--- config.mk ---
export PLATFORM = sky130hd
export DESIGN_NAME = rr_mult_sel
export DESIGN_NICKNAME = d
export VERILOG_FILES = /design/src/rtl/rr_mult_sel_pkg.sv /design/src/rtl/rr_mult_sel_vec2int.sv /design/src/rtl/rr_mult_sel.sv
export SDC_FILE = /design/constraint.sdc
export NUM_CORES = 1
export LEC_CHECK = 0
export CAP_MARGIN = 10
export CORE_MARGIN = 4
export CORE_UTILIZATION = 45
export CTS_BUF_LIST = sky130_fd_sc_hd__clkbuf_4
export DETAILED_ROUTE_END_ITERATION = 16
export HOLD_SLACK_MARGIN = 0.03
export SETUP_SLACK_MARGIN = 0.1
export SLEW_MARGIN = 20
export SYNTH_ARGS = -nofsm -noshare
export SYNTH_HDL_FRONTEND = slang
export SYNTH_SLANG_ARGS = --single-unit
--- constraint.sdc ---
create_clock -name clk -period 12.5 [get_ports clk]
set_input_delay 2.5 -clock clk [delete_from_list [all_inputs] [get_ports clk]]
set_output_delay 2.5 -clock clk [all_outputs]
set_load 0.05 [all_outputs]
--- src/rtl/rr_mult_sel_pkg.sv ---
// rr_mult_sel_pkg: shared helpers for the radix-R online multiplier selection stage.
// Digit width, radix legality, residual sizing and FSM state encoding.
package rr_mult_sel_pkg;

   typedef enum logic [1:0] {
      StIdle  = 2'd0,
      StWarm  = 2'd1,
      StRun   = 2'd2,
      StFlush = 2'd3
   } state_e;

   // Signed digit width: enough for [-R, R-1].
   function automatic int unsigned digit_width(input int unsigned radix);
      return $clog2(radix) + 1;
   endfunction

   function automatic bit radix_ok(input int unsigned radix);
      return (radix == 2) || (radix == 4) || (radix == 8) || (radix == 16);
   endfunction

   // log2(U) where U = R^(P-1).
   function automatic int unsigned u_shift(input int unsigned radix, input int unsigned p);
      return $clog2(radix) * (p - 1);
   endfunction

   function automatic int unsigned resid_width(input int unsigned radix, input int unsigned p);
      return digit_width(radix) * p + digit_width(radix) + 2;
   endfunction

endpackage

--- src/rtl/rr_mult_sel_vec2int.sv ---
// rr_mult_sel_vec2int: weights a P-digit signed radix-R vector into a WW-bit
// two's-complement integer (digit 0 least significant). Purely combinational.
module rr_mult_sel_vec2int
   import rr_mult_sel_pkg::*;
#(
   parameter int unsigned RADIX = 4,
   parameter int unsigned P     = 3,
   parameter int unsigned WW    = 14
) (
   input  logic [digit_width(RADIX)*P-1:0] pp,
   output logic signed [WW-1:0]            ppv
);

   localparam int unsigned D  = digit_width(RADIX);
   localparam int unsigned LR = $clog2(RADIX);

   logic signed [D-1:0]  dig;
   logic signed [WW-1:0] ext;

   // Sign-extend each digit and accumulate it at weight R^i.
   always_comb begin
      ppv = '0;
      dig = '0;
      ext = '0;
      for (int i = 0; i < int'(P); i++) begin
         dig = pp[D*i +: D];
         ext = {{(WW-D){dig[D-1]}}, dig};
         ppv = ppv + (ext <<< (LR * i));
      end
   end

endmodule

--- src/rtl/rr_mult_sel.sv ---
// rr_mult_sel: residual update, digit selection and output handshake of the MSDF
// online multiplier. Optional build macro RR_MULT_SEL_SAT_FLAG_EN adds a sticky
// sat_err output that flags clamped digit selections.
module rr_mult_sel
   import rr_mult_sel_pkg::*;
#(
   parameter int unsigned RADIX = 4,
   parameter int unsigned P     = 3,
   parameter int unsigned DELTA = 2
) (
   input  logic                          clk,
   input  logic                          rst,
   input  logic [digit_width(RADIX)*P-1:0] pp,
   input  logic                          in_valid,
   input  logic                          in_last,
   output logic                          in_ready,
   output logic [digit_width(RADIX)-1:0] z,
   output logic                          out_valid,
   input  logic                          out_ready,
   output logic                          busy
`ifdef RR_MULT_SEL_SAT_FLAG_EN
   ,
   output logic                          sat_err
`endif
);

   localparam int unsigned D  = digit_width(RADIX);
   localparam int unsigned LR = $clog2(RADIX);
   localparam int unsigned SH = u_shift(RADIX, P);
   localparam int unsigned WW = resid_width(RADIX, P);

   // Selection arithmetic uses one guard bit so the rounding offset never wraps.
   localparam logic signed [WW:0] HALF    = (WW+1)'(2 ** (SH - 1));
   localparam logic signed [WW:0] ZMAX    = (WW+1)'(RADIX - 1);
   localparam logic signed [WW:0] ZMIN    = -ZMAX;
   localparam logic [15:0]        DELTA_C = 16'(DELTA);

   if (!radix_ok(RADIX) || (P < 2) || (DELTA < 1) || (DELTA > 7)) begin : g_bad_param
      $error("rr_mult_sel: unsupported RADIX/P/DELTA");
   end

   state_e               state_q;
   logic signed [WW-1:0] w_q;
   logic [D-1:0]         z_q;
   logic                 out_valid_q;
   logic [15:0]          acc_q, emitted_q, wcnt_q;

   logic signed [WW-1:0] ppv, ppv_eff, v, z_ext, w_sel;
   logic signed [WW:0]   rnd, zr_full;
   logic signed [D-1:0]  z_sel;
   logic                 hi, lo;
   logic                 slot_free, ready_st, accept;

   rr_mult_sel_vec2int #(
      .RADIX (RADIX),
      .P     (P),
      .WW    (WW)
   ) u_vec2int (
      .pp  (pp),
      .ppv (ppv)
   );

   // Scale the residual, add this cycle's partial product (none while draining),
   // round to the nearest digit, clamp, and form the reduced residual.
   always_comb begin
      ppv_eff = (state_q == StFlush) ? '0 : ppv;
      v       = (w_q <<< LR) + ppv_eff;
      rnd     = {v[WW-1], v} + HALF;
      zr_full = rnd >>> SH;
      hi      = zr_full > ZMAX;
      lo      = zr_full < ZMIN;
      if (hi) begin
         z_sel = ZMAX[D-1:0];
      end else if (lo) begin
         z_sel = ZMIN[D-1:0];
      end else begin
         z_sel = zr_full[D-1:0];
      end
      z_ext = {{(WW-D){z_sel[D-1]}}, z_sel};
      w_sel = v - (z_ext <<< SH);
   end

   // Input readiness per state; RUN only accepts when the output slot can take a digit.
   always_comb begin
      ready_st = 1'b0;
      unique case (state_q)
         StIdle, StWarm: ready_st = 1'b1;
         StRun:          ready_st = slot_free;
         StFlush:        ready_st = 1'b0;
      endcase
   end

   assign slot_free = !out_valid_q || out_ready;
   assign in_ready  = ready_st && !rst;
   assign accept    = in_valid && in_ready;
   assign busy      = (state_q != StIdle);
   assign z         = z_q;
   assign out_valid = out_valid_q;

`ifdef RR_MULT_SEL_SAT_FLAG_EN
   logic sat_q;
   assign sat_err = sat_q;
`endif

   // Operation FSM: warm-up accumulation, digit emission, drain, return to idle.
   always_ff @(posedge clk or posedge rst) begin
      if (rst) begin
         state_q     <= StIdle;
         w_q         <= '0;
         z_q         <= '0;
         out_valid_q <= 1'b0;
         acc_q       <= '0;
         emitted_q   <= '0;
         wcnt_q      <= '0;
`ifdef RR_MULT_SEL_SAT_FLAG_EN
         sat_q       <= 1'b0;
`endif
      end else begin
         if (out_ready) begin
            out_valid_q <= 1'b0;
         end
         unique case (state_q)
            StIdle: begin
               if (accept) begin
                  w_q       <= v;
                  acc_q     <= 16'd1;
                  wcnt_q    <= 16'd1;
                  emitted_q <= '0;
                  if (in_last) begin
                     state_q <= StFlush;
                  end else begin
`ifdef RR_MULT_SEL_SAT_FLAG_EN
                     sat_q <= 1'b0;
`endif
                     if (DELTA == 1) begin
                        state_q <= StRun;
                     end else begin
                        state_q <= StWarm;
                     end
                  end
               end
            end
            StWarm: begin
               if (accept) begin
                  w_q    <= v;
                  acc_q  <= acc_q + 16'd1;
                  wcnt_q <= wcnt_q + 16'd1;
                  if (in_last) begin
                     state_q <= StFlush;
                  end else if (wcnt_q + 16'd1 == DELTA_C) begin
                     state_q <= StRun;
                  end
               end
            end
            StRun: begin
               if (accept) begin
                  w_q         <= w_sel;
                  z_q         <= z_sel;
                  out_valid_q <= 1'b1;
                  acc_q       <= acc_q + 16'd1;
                  emitted_q   <= emitted_q + 16'd1;
`ifdef RR_MULT_SEL_SAT_FLAG_EN
                  if (hi || lo) sat_q <= 1'b1;
`endif
                  if (in_last) begin
                     state_q <= StFlush;
                  end
               end
            end
            StFlush: begin
               if (slot_free) begin
                  if (emitted_q != acc_q) begin
                     w_q         <= w_sel;
                     z_q         <= z_sel;
                     out_valid_q <= 1'b1;
                     emitted_q   <= emitted_q + 16'd1;
`ifdef RR_MULT_SEL_SAT_FLAG_EN
                     if (hi || lo) sat_q <= 1'b1;
`endif
                  end else begin
                     state_q   <= StIdle;
                     w_q       <= '0;
                     acc_q     <= '0;
                     emitted_q <= '0;
                     wcnt_q    <= '0;
                  end
               end
            end
         endcase
      end
   end

endmodule

==> results of run 1 <==
[synthesized netlist by cell type, types with 6 or more instances]
library cell,number,area [µm²]
and3_1,7,43.8
nand2_1,51,191
o21ai_1,9,45.0
a22o_1,6,52.6
nor2b_1,7,43.8
fa_1,6,120
nor3_1,20,100
ha_1,35,438
nand3_1,24,120
nand4_1,15,93.8
xnor2_1,19,166
a22oi_1,7,52.6
dfrtp_1,66,1650
a21o_1,15,113
nor2_1,43,161
o31ai_1,14,105
xor2_1,32,280
o21ai_0,43,215
a31oi_1,9,56.3
clkbuf_1,12,45.0
or3_1,9,56.3
a21oi_1,31,155
nand2b_1,7,43.8
nor4_1,10,62.6
and2_1,7,43.8
inv_1,33,124
[logic make-up (layout without fill, tap and decap cells)]
kind of cell	after synthesis	count (layout)	synth area share [%]
muxes	6	6	1.18
buffers and inverters	58	73	4.50
xor gates and xnor gates	55	55	9.43
DFF	66	66	30.4
AOI/OAI and AO/OA	179	179	22.4
and+or+nand+nor	224	224	21.8
adders and majority gates	41	41	10.3
[area by class of cell]
| type | instances | share of cell area, % |
|---|---|---|
| multi-input cells | 505 | 60.5 |
| flip-flops and latches | 66 | 28.3 |
| repair buffers | 23 | 3.77 |
| well taps | 143 | 3.07 |
| inverters | 34 | 2.19 |
| clock buffers | 11 | 1.41 |
| clock inverters | 5 | 0.772 |
[per-layer routing]
metal / vias up / global-route usage, % / routed length [µm]
met1: 2230 / 24.9 / 6220
met2: 71 / 29.3 / 5770
met5: - / 0 / 0
met3: 17 / 1.78 / 295
li1: 2313 / - / -
met4: 0 / 7.91 / 209
[metrics by stage]
| step | hold WS [ns] | util [%] | setup WS [ns] | area, µm² |
|---|---|---|---|---|
| CTS | 0.507 | 50.3 | 3.74 | 5840 |
| finish | 0.501 | 50.3 | 3.72 | 5840 |
| detailed placement | 0.484 | 49.2 | 3.28 | 5710 |
| floorplan | 0.456 | - | 4.44 | 5430 |
| global placement | 0.476 | 49.2 | 3.47 | 5710 |
| global route | 0.552 | 50.3 | 3.20 | 5840 |
[flip-flops by register name, indices dropped and copies added (netlist names)]
register and flops:
z 3, emitted_q 16, acc_q 16, out_valid 1
state_q 2, wcnt_q 16, w_q 12
[worst max-delay path, stage by stage]
cell,delay (ns)
clkdlybuf4s50_1,0.61
inv_1,0.10
fa_1,0.53
inv_1,0.04
ha_1,0.33
a21o_1,0.19
a21oi_1,0.16
mux2_2,0.43
ha_1,0.49
nor3_1,0.13
or2_2,0.31
o311ai_1,0.35
nor2_1,0.19
or4b_1,0.51
o2bb2ai_1,0.21
a31oi_1,0.13
o21ba_1,0.29
ha_1,0.24
nor2b_1,0.12
o21ai_0,0.15
nand2b_1,0.11
a21o_1,0.18
a21o_1,0.19
a31oi_1,0.20
xnor2_1,0.10
xnor2_1,0.14
o31ai_1,0.19
[how the worst max path moves through the flow]
stage	start	to	slack, ns	cells after the start
2_1_floorplan	pp[2]	w_q[11]	4.44	26
3_3_place_gp	pp[2]	w_q[11]	3.47	27
3_5_place_dp	pp[2]	w_q[11]	3.28	27
4_1_cts	pp[2]	w_q[11]	3.74	27
5_1_grt	pp[2]	w_q[11]	3.20	27
6_report	pp[2]	w_q[11]	3.72	27
==> metrics.csv, run 1 <==
stage,metric,value,unit
global_routing,grt_start_max_net_pins,44,
cells_and_area,final_cell_mix,"dfrtp_1, nand2_1, nor2_1, o21ai_0, ha_1",
cells_and_area,multi_input_area,3530,µm²
yosys,synth-async-reset-ratio,100,%
timing,drv_slew,0,
route,antenna_left,0,
floorplanning,die-height,118,µm
cells_and_area,fin_nets,694,
yosys,syn-num-nets,684,
worst_setup_path,arrival,9.12,ns
route,drt_iter0_drc,341,
cts,cts_setup_buffers,0,
floorplanning,design.core.area,11600,µm²
floorplanning,die_w,118,µm
timing,setup_viol,0,
yosys,syn_inst,629,
placement,place_inst,771,
placement,portBuffers,19,
worst_setup_path,r2r_end,w_q[11],
worst_setup_path,worstSetupPathType,in -> reg,
timing,layout_min_cycle_time,8.78,ns
worst_setup_path,cp_max_fo,9,
placement,dp_hpwl,9350,µm
timing,setup_tns,0,ns
cells_and_area,layout_commonest_cell,dfrtp_1,
global_routing,grt_usage,18.2,%
cts,insertion_delay,0.42,ns
route,wl,12500,µm
floorplanning,initial_utilization,46.7,%
route,dr.pass1.iters,4,
global_routing,grt_pass1_wl,21000,µm
timing,worstMarginPinSlew,0.837,ns
route,routedWlPerCell,15.9,µm
cts,htreeDepth,3,
hold_path,hold_start,w_q[0],
cells_and_area,final_cells,787,
cells_and_area,area_growth_syn_to_layout,7.56,%
cells_and_area,register_area,1650,µm²
hold_path,whs_path_depth,2,
cells_and_area,antennaDiodeCount,0,
cts,clk_pin_slew,0.12,ns
cts,clock-sinks,66,
cts,clk_path_buf_depth,2,
yosys,syn_area_per_cell,8.63,µm²
timing,finalHoldViolCount,0,
global_routing,overflow,0,
timing,rsz0062_at_grt,false,
cts,cts_buffers,9,
worst_setup_path,crit_path_end_kind,flop,
worst_setup_path,worstSetupStartpointType,primary input,
yosys,synthFlopType,dfrtp_1,
global_routing,grt_pass1_vias,4382,
worst_setup_path,rr_startpoint,state_q[1],
cts,cts_tree,yes,
timing,fin_skew,0.0162,ns
cells_and_area,fill_cells,1120,
timing,max_slew_margin,43.9,%
yosys,syn_area,5430,µm²
timing,max_freq,114,MHz
worst_setup_path,worstRegToRegCells,24,
cts,root_buffer,clkbuf_4,
placement,finalWeightedCongestion,0.865,
hold_path,hold_path_end,w_q[0],
cts,postCtsHoldBufs,0,
yosys,synth-seq-cells,66,
cts,cts_resized,0,
route,routed_via_density,5.88,
route,vias,4631,
route,drc,0,
run,max_cap_violations,0,
floorplanning,rows,39,
hold_path,worstHoldPathType,reg -> reg,
floorplanning,die_area,13900,µm²
worst_setup_path,worst-r2r-setup-slack,6.83,ns
worst_setup_path,required,12.84,ns
yosys,synth_edf_count,0,
floorplanning,io_pins,20,
run_status,outcome,finished clean,
timing,min_period_over_period,70.3,%
yosys,ys_warn_count,0,
cells_and_area,drive_gt1_share,8.39,%
yosys,ys_seq_area_share,30.4,%
global_routing,antenna_found_initial,0,
yosys,yosysUniqueCellTypes,77,
Power of run 1 is not shown: default switching activity piles up to over one toggle a cycle in this logic, so the estimate is an artifact.
==> inputs of run 2 (changes only) <==
Clock period 12.5 ns to 7.57 ns, I/O delays scaled along.
==> run 2 against run 1 <==
  * Count of clock-buffer cells in the layout shrank 2
  * Register-to-register slack got worse by 4.8 ns
  * Setup slack lost 3.4 ns
  * Sequential share of layout area down 2.4 points
  * Clock skew decreased by 0.0053 ns
  * Highest routed layer unchanged
  * First-iteration DRC count shrank 2.9%
  * Critical endpoint unchanged
  * Hold slack improved by 0.0095 ns
  * Via count is 5.1% higher
  * Non-clock buffer count is 61 higher
  * Utilization grew 4.6 points
==> metrics.csv, run 2 (synthesized netlist as in run 1, its figures left out) <==
stage,metric,value,unit
run_status,outcome,finished clean,
floorplanning,io_pins,20,
route,drc,0,
worst_setup_path,arrival,7.54,ns
global_routing,grt_start_max_net_pins,67,
floorplanning,die_area,13900,µm²
timing,worstMarginPinSlew,0.847,ns
route,dr.pass1.iters,5,
cts,postCtsHoldBufs,0,
worst_setup_path,worstSetupStartpointType,primary input,
placement,portBuffers,19,
cells_and_area,reg_top3,"acc_q (16), emitted_q (16), wcnt_q (16)",
route,antenna_left,0,
route,wl_met3,417,µm
timing,rsz0062_at_grt,false,
global_routing,antenna_found_initial,0,
route,wl_met2,6390,µm
placement,dp_hpwl,9880,µm
timing,max_freq,139,MHz
floorplanning,rows,39,
timing,setup_ws,0.363,ns
global_routing,grt_pass1_wl,22200,µm
global_routing,grt_usage,19.0,%
floorplanning,die_w,118,µm
worst_setup_path,worstRegToRegCells,24,
route,vias,4866,
worst_setup_path,crit_family,compound AO/OA/AOI/OAI gates,
cells_and_area,drive_gt1_share,19.0,%
worst_setup_path,cp_max_fo,8,
timing,min_period_over_period,95.2,%
floorplanning,initial_utilization,46.7,%
cts,root_buffer,clkbuf_4,
placement,pre_cts_ws,-0.530,ns
floorplanning,die-height,118,µm
worst_setup_path,path_buf_inv,2,
timing,finalHoldViolCount,0,
cells_and_area,antennaDiodeCount,0,
worst_setup_path,worstSetupPathType,in -> reg,
global_routing,overflow,0,
run,max_cap_violations,0,
cells_and_area,area_growth_syn_to_layout,17.4,%
cells_and_area,fin_nets,755,
route,met1_length,6100,µm
route,routedWlPerCell,15.4,µm
worst_setup_path,crit_path_end_kind,flop,
global_routing,grt_pass1_vias,4661,
cts,clock-sinks,66,
cts,clk_path_buf_depth,2,
timing,fin_skew,0.0109,ns
worst_setup_path,slowest_delay,0.48,ns
timing,layout_min_cycle_time,7.21,ns
placement,finalWeightedCongestion,0.911,
route,drt_iter0_drc,331,
route,routed_via_density,5.74,
route,top_layer_used,met4,
cts,insertion_delay,0.42,ns
hold_path,whs_path_depth,2,
timing,drv_slew,0,
cells_and_area,layout_commonest_cell,dfrtp_1,
cts,cts_buffers,9,
worst_setup_path,crit_top_cell,a21o_1,
cts,htreeDepth,3,
worst_setup_path,required,7.91,ns
timing,setup_viol,0,
cells_and_area,utilization,54.8,%
timing,whs,0.511,ns
cts,cts_tree,yes,
timing,max_slew_margin,43.5,%
worst_setup_path,crit_cells,27,
hold_path,worstHoldPathType,reg -> reg,
floorplanning,design.core.area,11600,µm²
route,wl,13000,µm
cells_and_area,final_cell_mix,"dfrtp_1, buf_4, nand2_1",
worst_setup_path,slowest_stage,clkdlybuf4s50_1,
cts,clk_pin_slew,0.11,ns
-- run 2: cell types whose count changed in the layout (fill, tap and decap cells not counted), moves of 2 or more --
cell and delta:
buf_4 +61, clkinvlp_4 +5, clkinv_1 -3, a21oi_1 -2, a21oi_2 +2, clkbuf_4 -2, clkdlybuf4s50_1 -2, nor3_1 -2
nor3_2 +2
-- run 2: cell type report --
| class | count | area, µm² |
|---|---|---|
| Inverter | 34 | 128 |
| Fill cell | 1083 | 5240 |
| Sequential cell | 66 | 1650 |
| Clock inverter | 7 | 46.3 |
| Tap cell | 143 | 179 |
| Multi-Input combinational cell | 505 | 3620 |
| Timing Repair Buffer | 84 | 679 |
| Clock buffer | 9 | 67.6 |
-- run 2: repair_timing --
action / 4_1_cts / 5_1_grt
setup endpoints to repair: 2 / 5
pin swaps: 0 / 7
gates resized for setup: 4 / 18
setup buffers: 4 / 4
-- run 2: per-stage QoR --
stage / area, µm² / instances / TNS [ns]
after floorplan: 5430 / 629 / 0
after global placement: 6110 / 824 / -0.617
after detailed placement: 6110 / 824 / -1.68
after CTS: 6260 / 844 / 0
after global routing: 6370 / 848 / 0
final: 6370 / 848 / 0
-- run 2: final timing paths --
| path | slack [ns] | startpoint | endpoint |
|---|---|---|---|
| max in group asynchronous | 5.26 | rst | acc_q[3] |
| max | 0.36 | pp[6] | w_q[11] |
| max reg2reg | 2.08 | state_q[1] | w_q[11] |
| min reg2reg | 0.51 | w_q[0] | w_q[0] |
| min | 0.51 | w_q[0] | w_q[0] |
| min in group asynchronous | 1.77 | rst | wcnt_q[3] |
-- run 2: worst register-to-register path, cell delays in order (launching register included) --
cell and delay [ns]:
dfrtp_1 0.41, ha_1 0.16, buf_4 0.24, nor2b_1 0.09
ha_1 0.25, fa_1 0.47, xor2_2 0.24, ha_1 0.23
or4_4 0.53, a311oi_2 0.25, o21ai_1 0.10, a22oi_1 0.21
o211ai_1 0.15, o21a_1 0.21, o21ba_2 0.23, ha_1 0.28
nor2b_1 0.13, o21ai_0 0.14, nand2b_1 0.10, a21o_1 0.19
a21o_1 0.19, a31oi_1 0.17, xnor2_1 0.16, xnor2_1 0.09
o31ai_1 0.19
-- run 2: layer usage --
metal	vias to the layer above	global-route usage, %
met5	-	0
met4	0	4.98
met3	11	2.55
met2	85	32.0
met1	2328	25.7
li1	2442	-
Power of run 2 is left out for the same reason.
==> inputs of run 3 (changes only) <==
Clock period 7.57 ns to 8.2 ns, I/O delays scaled along.
==> run 3 against run 2 <==
  * Cell count is 6.4% lower
  * Utilization is 4.0 points lower
  * Global-route usage is 0.64 points lower
  * Hold slack worse by 0.012 ns
  * Register-to-register slack better by 0.54 ns
  * Setup slack better by 0.17 ns
  * Count of clock-buffer cells in the layout stayed put
  * Non-clock buffer count is 54 lower
==> metrics.csv, run 3 (synthesized netlist as in run 1, its figures left out) <==
stage,metric,value,unit
run_status,outcome,finished clean,
floorplanning,die_w,118,µm
timing,min_period_over_period,93.5,%
route,drc,0,
timing,setup_ws,0.532,ns
timing,worstMarginPinSlew,0.836,ns
cells_and_area,fin_nets,701,
worst_setup_path,worst-r2r-setup-slack,2.62,ns
cells_and_area,reg_top3,"acc_q (16), emitted_q (16), wcnt_q (16)",
timing,finalHoldViolCount,0,
floorplanning,initial_utilization,46.7,%
placement,portBuffers,19,
cells_and_area,fill_cells,1098,
global_routing,antenna_found_initial,0,
worst_setup_path,worstSetupPathType,in -> reg,
cts,cts_setup_buffers,0,
worst_setup_path,rr_startpoint,state_q[0],
worst_setup_path,slowest_stage,or4b_1,
route,dr.pass1.iters,5,
placement,pre_cts_ws,0.00896,ns
run,max_cap_violations,0,
worst_setup_path,worstSetupStartpointType,primary input,
placement,dp_hpwl,9370,µm
cts,cts_buffers,9,
cells_and_area,final_cell_area,5910,µm²
worst_setup_path,required,8.52,ns
cells_and_area,antennaDiodeCount,0,
worst_setup_path,crit_family,compound AO/OA/AOI/OAI gates,
route,drt_iter0_drc,272,
timing,rsz0062_at_grt,false,
global_routing,grt_pass1_vias,4385,
worst_setup_path,arrival,7.99,ns
cts,clock-sinks,66,
timing,setup_viol,0,
floorplanning,die-height,118,µm
global_routing,grt_pass1_wl,21500,µm
timing,layout_min_cycle_time,7.67,ns
worst_setup_path,cp_max_fo,7,
cells_and_area,final_cell_mix,"dfrtp_1, nand2_1, nor2_1, o21ai_0, ha_1",
cells_and_area,layout_commonest_cell,dfrtp_1,
cts,postCtsHoldBufs,0,
global_routing,grt_start_max_net_pins,67,
cts,htreeDepth,3,
cts,clk_path_buf_depth,2,
cts,clk_pin_slew,0.11,ns
route,routed_via_density,5.89,
timing,drv_slew,0,
cells_and_area,drive_gt1_share,10.4,%
route,wl,12400,µm
timing,max_slew_margin,44.2,%
placement,placed_area,5760,µm²
worst_setup_path,path_buf_inv,2,
global_routing,grt_usage,18.3,%
floorplanning,rows,39,
floorplanning,io_pins,20,
worst_setup_path,worstRegToRegCells,24,
route,vias,4674,
worst_setup_path,crit_path_end_kind,flop,
placement,finalWeightedCongestion,0.849,
hold_path,whs_path_depth,2,
timing,fin_skew,0.0159,ns
timing,setup_tns,0,ns
cts,insertion_delay,0.41,ns
route,antenna_left,0,
cells_and_area,utilization,50.9,%
hold_path,hold_path_end,w_q[0],
worst_setup_path,r2r_end,w_q[11],
hold_path,worstHoldPathType,reg -> reg,
cts,cts_resized,0,
worst_setup_path,slowest_delay,0.49,ns
hold_path,hold_start,w_q[0],
cts,root_buffer,clkbuf_4,
global_routing,overflow,0,
route,routedWlPerCell,15.6,µm
timing,max_freq,130,MHz
cts,cts_tree,yes,
cells_and_area,area_growth_syn_to_layout,8.92,%
floorplanning,design.core.area,11600,µm²
floorplanning,die_area,13900,µm²
## run 3: changes by cell type in the layout (fill, tap and decap cells not counted), moves of 2 or more
cell,before,now
clkinvlp_4,5,1
ha_1,35,33
buf_4,65,11
ha_2,0,2
clkinv_2,1,3
clkdlybuf4s50_1,17,19
## run 3: worst max path at each step
stage,endpoint,slack [ns],start,cells after the start
floorplan,w_q[11],1.00,pp[2],26
global placement,w_q[11],0.15,pp[2],28
detailed placement,w_q[11],0.009,pp[2],27
CTS,w_q[11],0.46,pp[2],27
global route,w_q[11],0.11,pp[2],27
finish,w_q[11],0.53,pp[2],27
## run 3: area by class of cell
class                      instances  area, µm²  share of cell area (%)
multi-input combinational        505       3550                    60.1
sequential                        66       1650                    27.9
timing repair buffer              30        273                    4.61
tap                              143        179                    3.03
inverter                          34        128                    2.16
clock buffer                       9       67.6                    1.14
clock inverter                     7       60.1                    1.02
## run 3: through the flow
step | cells | hold slack, ns
6_report | 794 | 0.498
5_1_grt | 794 | 0.537
4_1_cts | 794 | 0.509
3_5_place_dp | 778 | 0.484
3_3_place_gp | 778 | 0.477
2_1_floorplan | 629 | 0.456
## run 3: metal layers
metal / part of all wire [%] / GRT usage, % / vias to the layer above
li1: - / - / 2328
met1: 48 / 25.8 / 2234
met2: 46 / 28.8 / 92
met3: 3.4 / 3.27 / 20
met4: 1.7 / 5.57 / 0
met5: 0 / 0 / -
## run 3: worst min-delay path: cells and delay by family (launching register included)
family,cells,cell delay (ns)
flops,1,0.36
compound gates,1,0.06
simple gates,1,0.05
Power of run 3 is left out for the same reason.
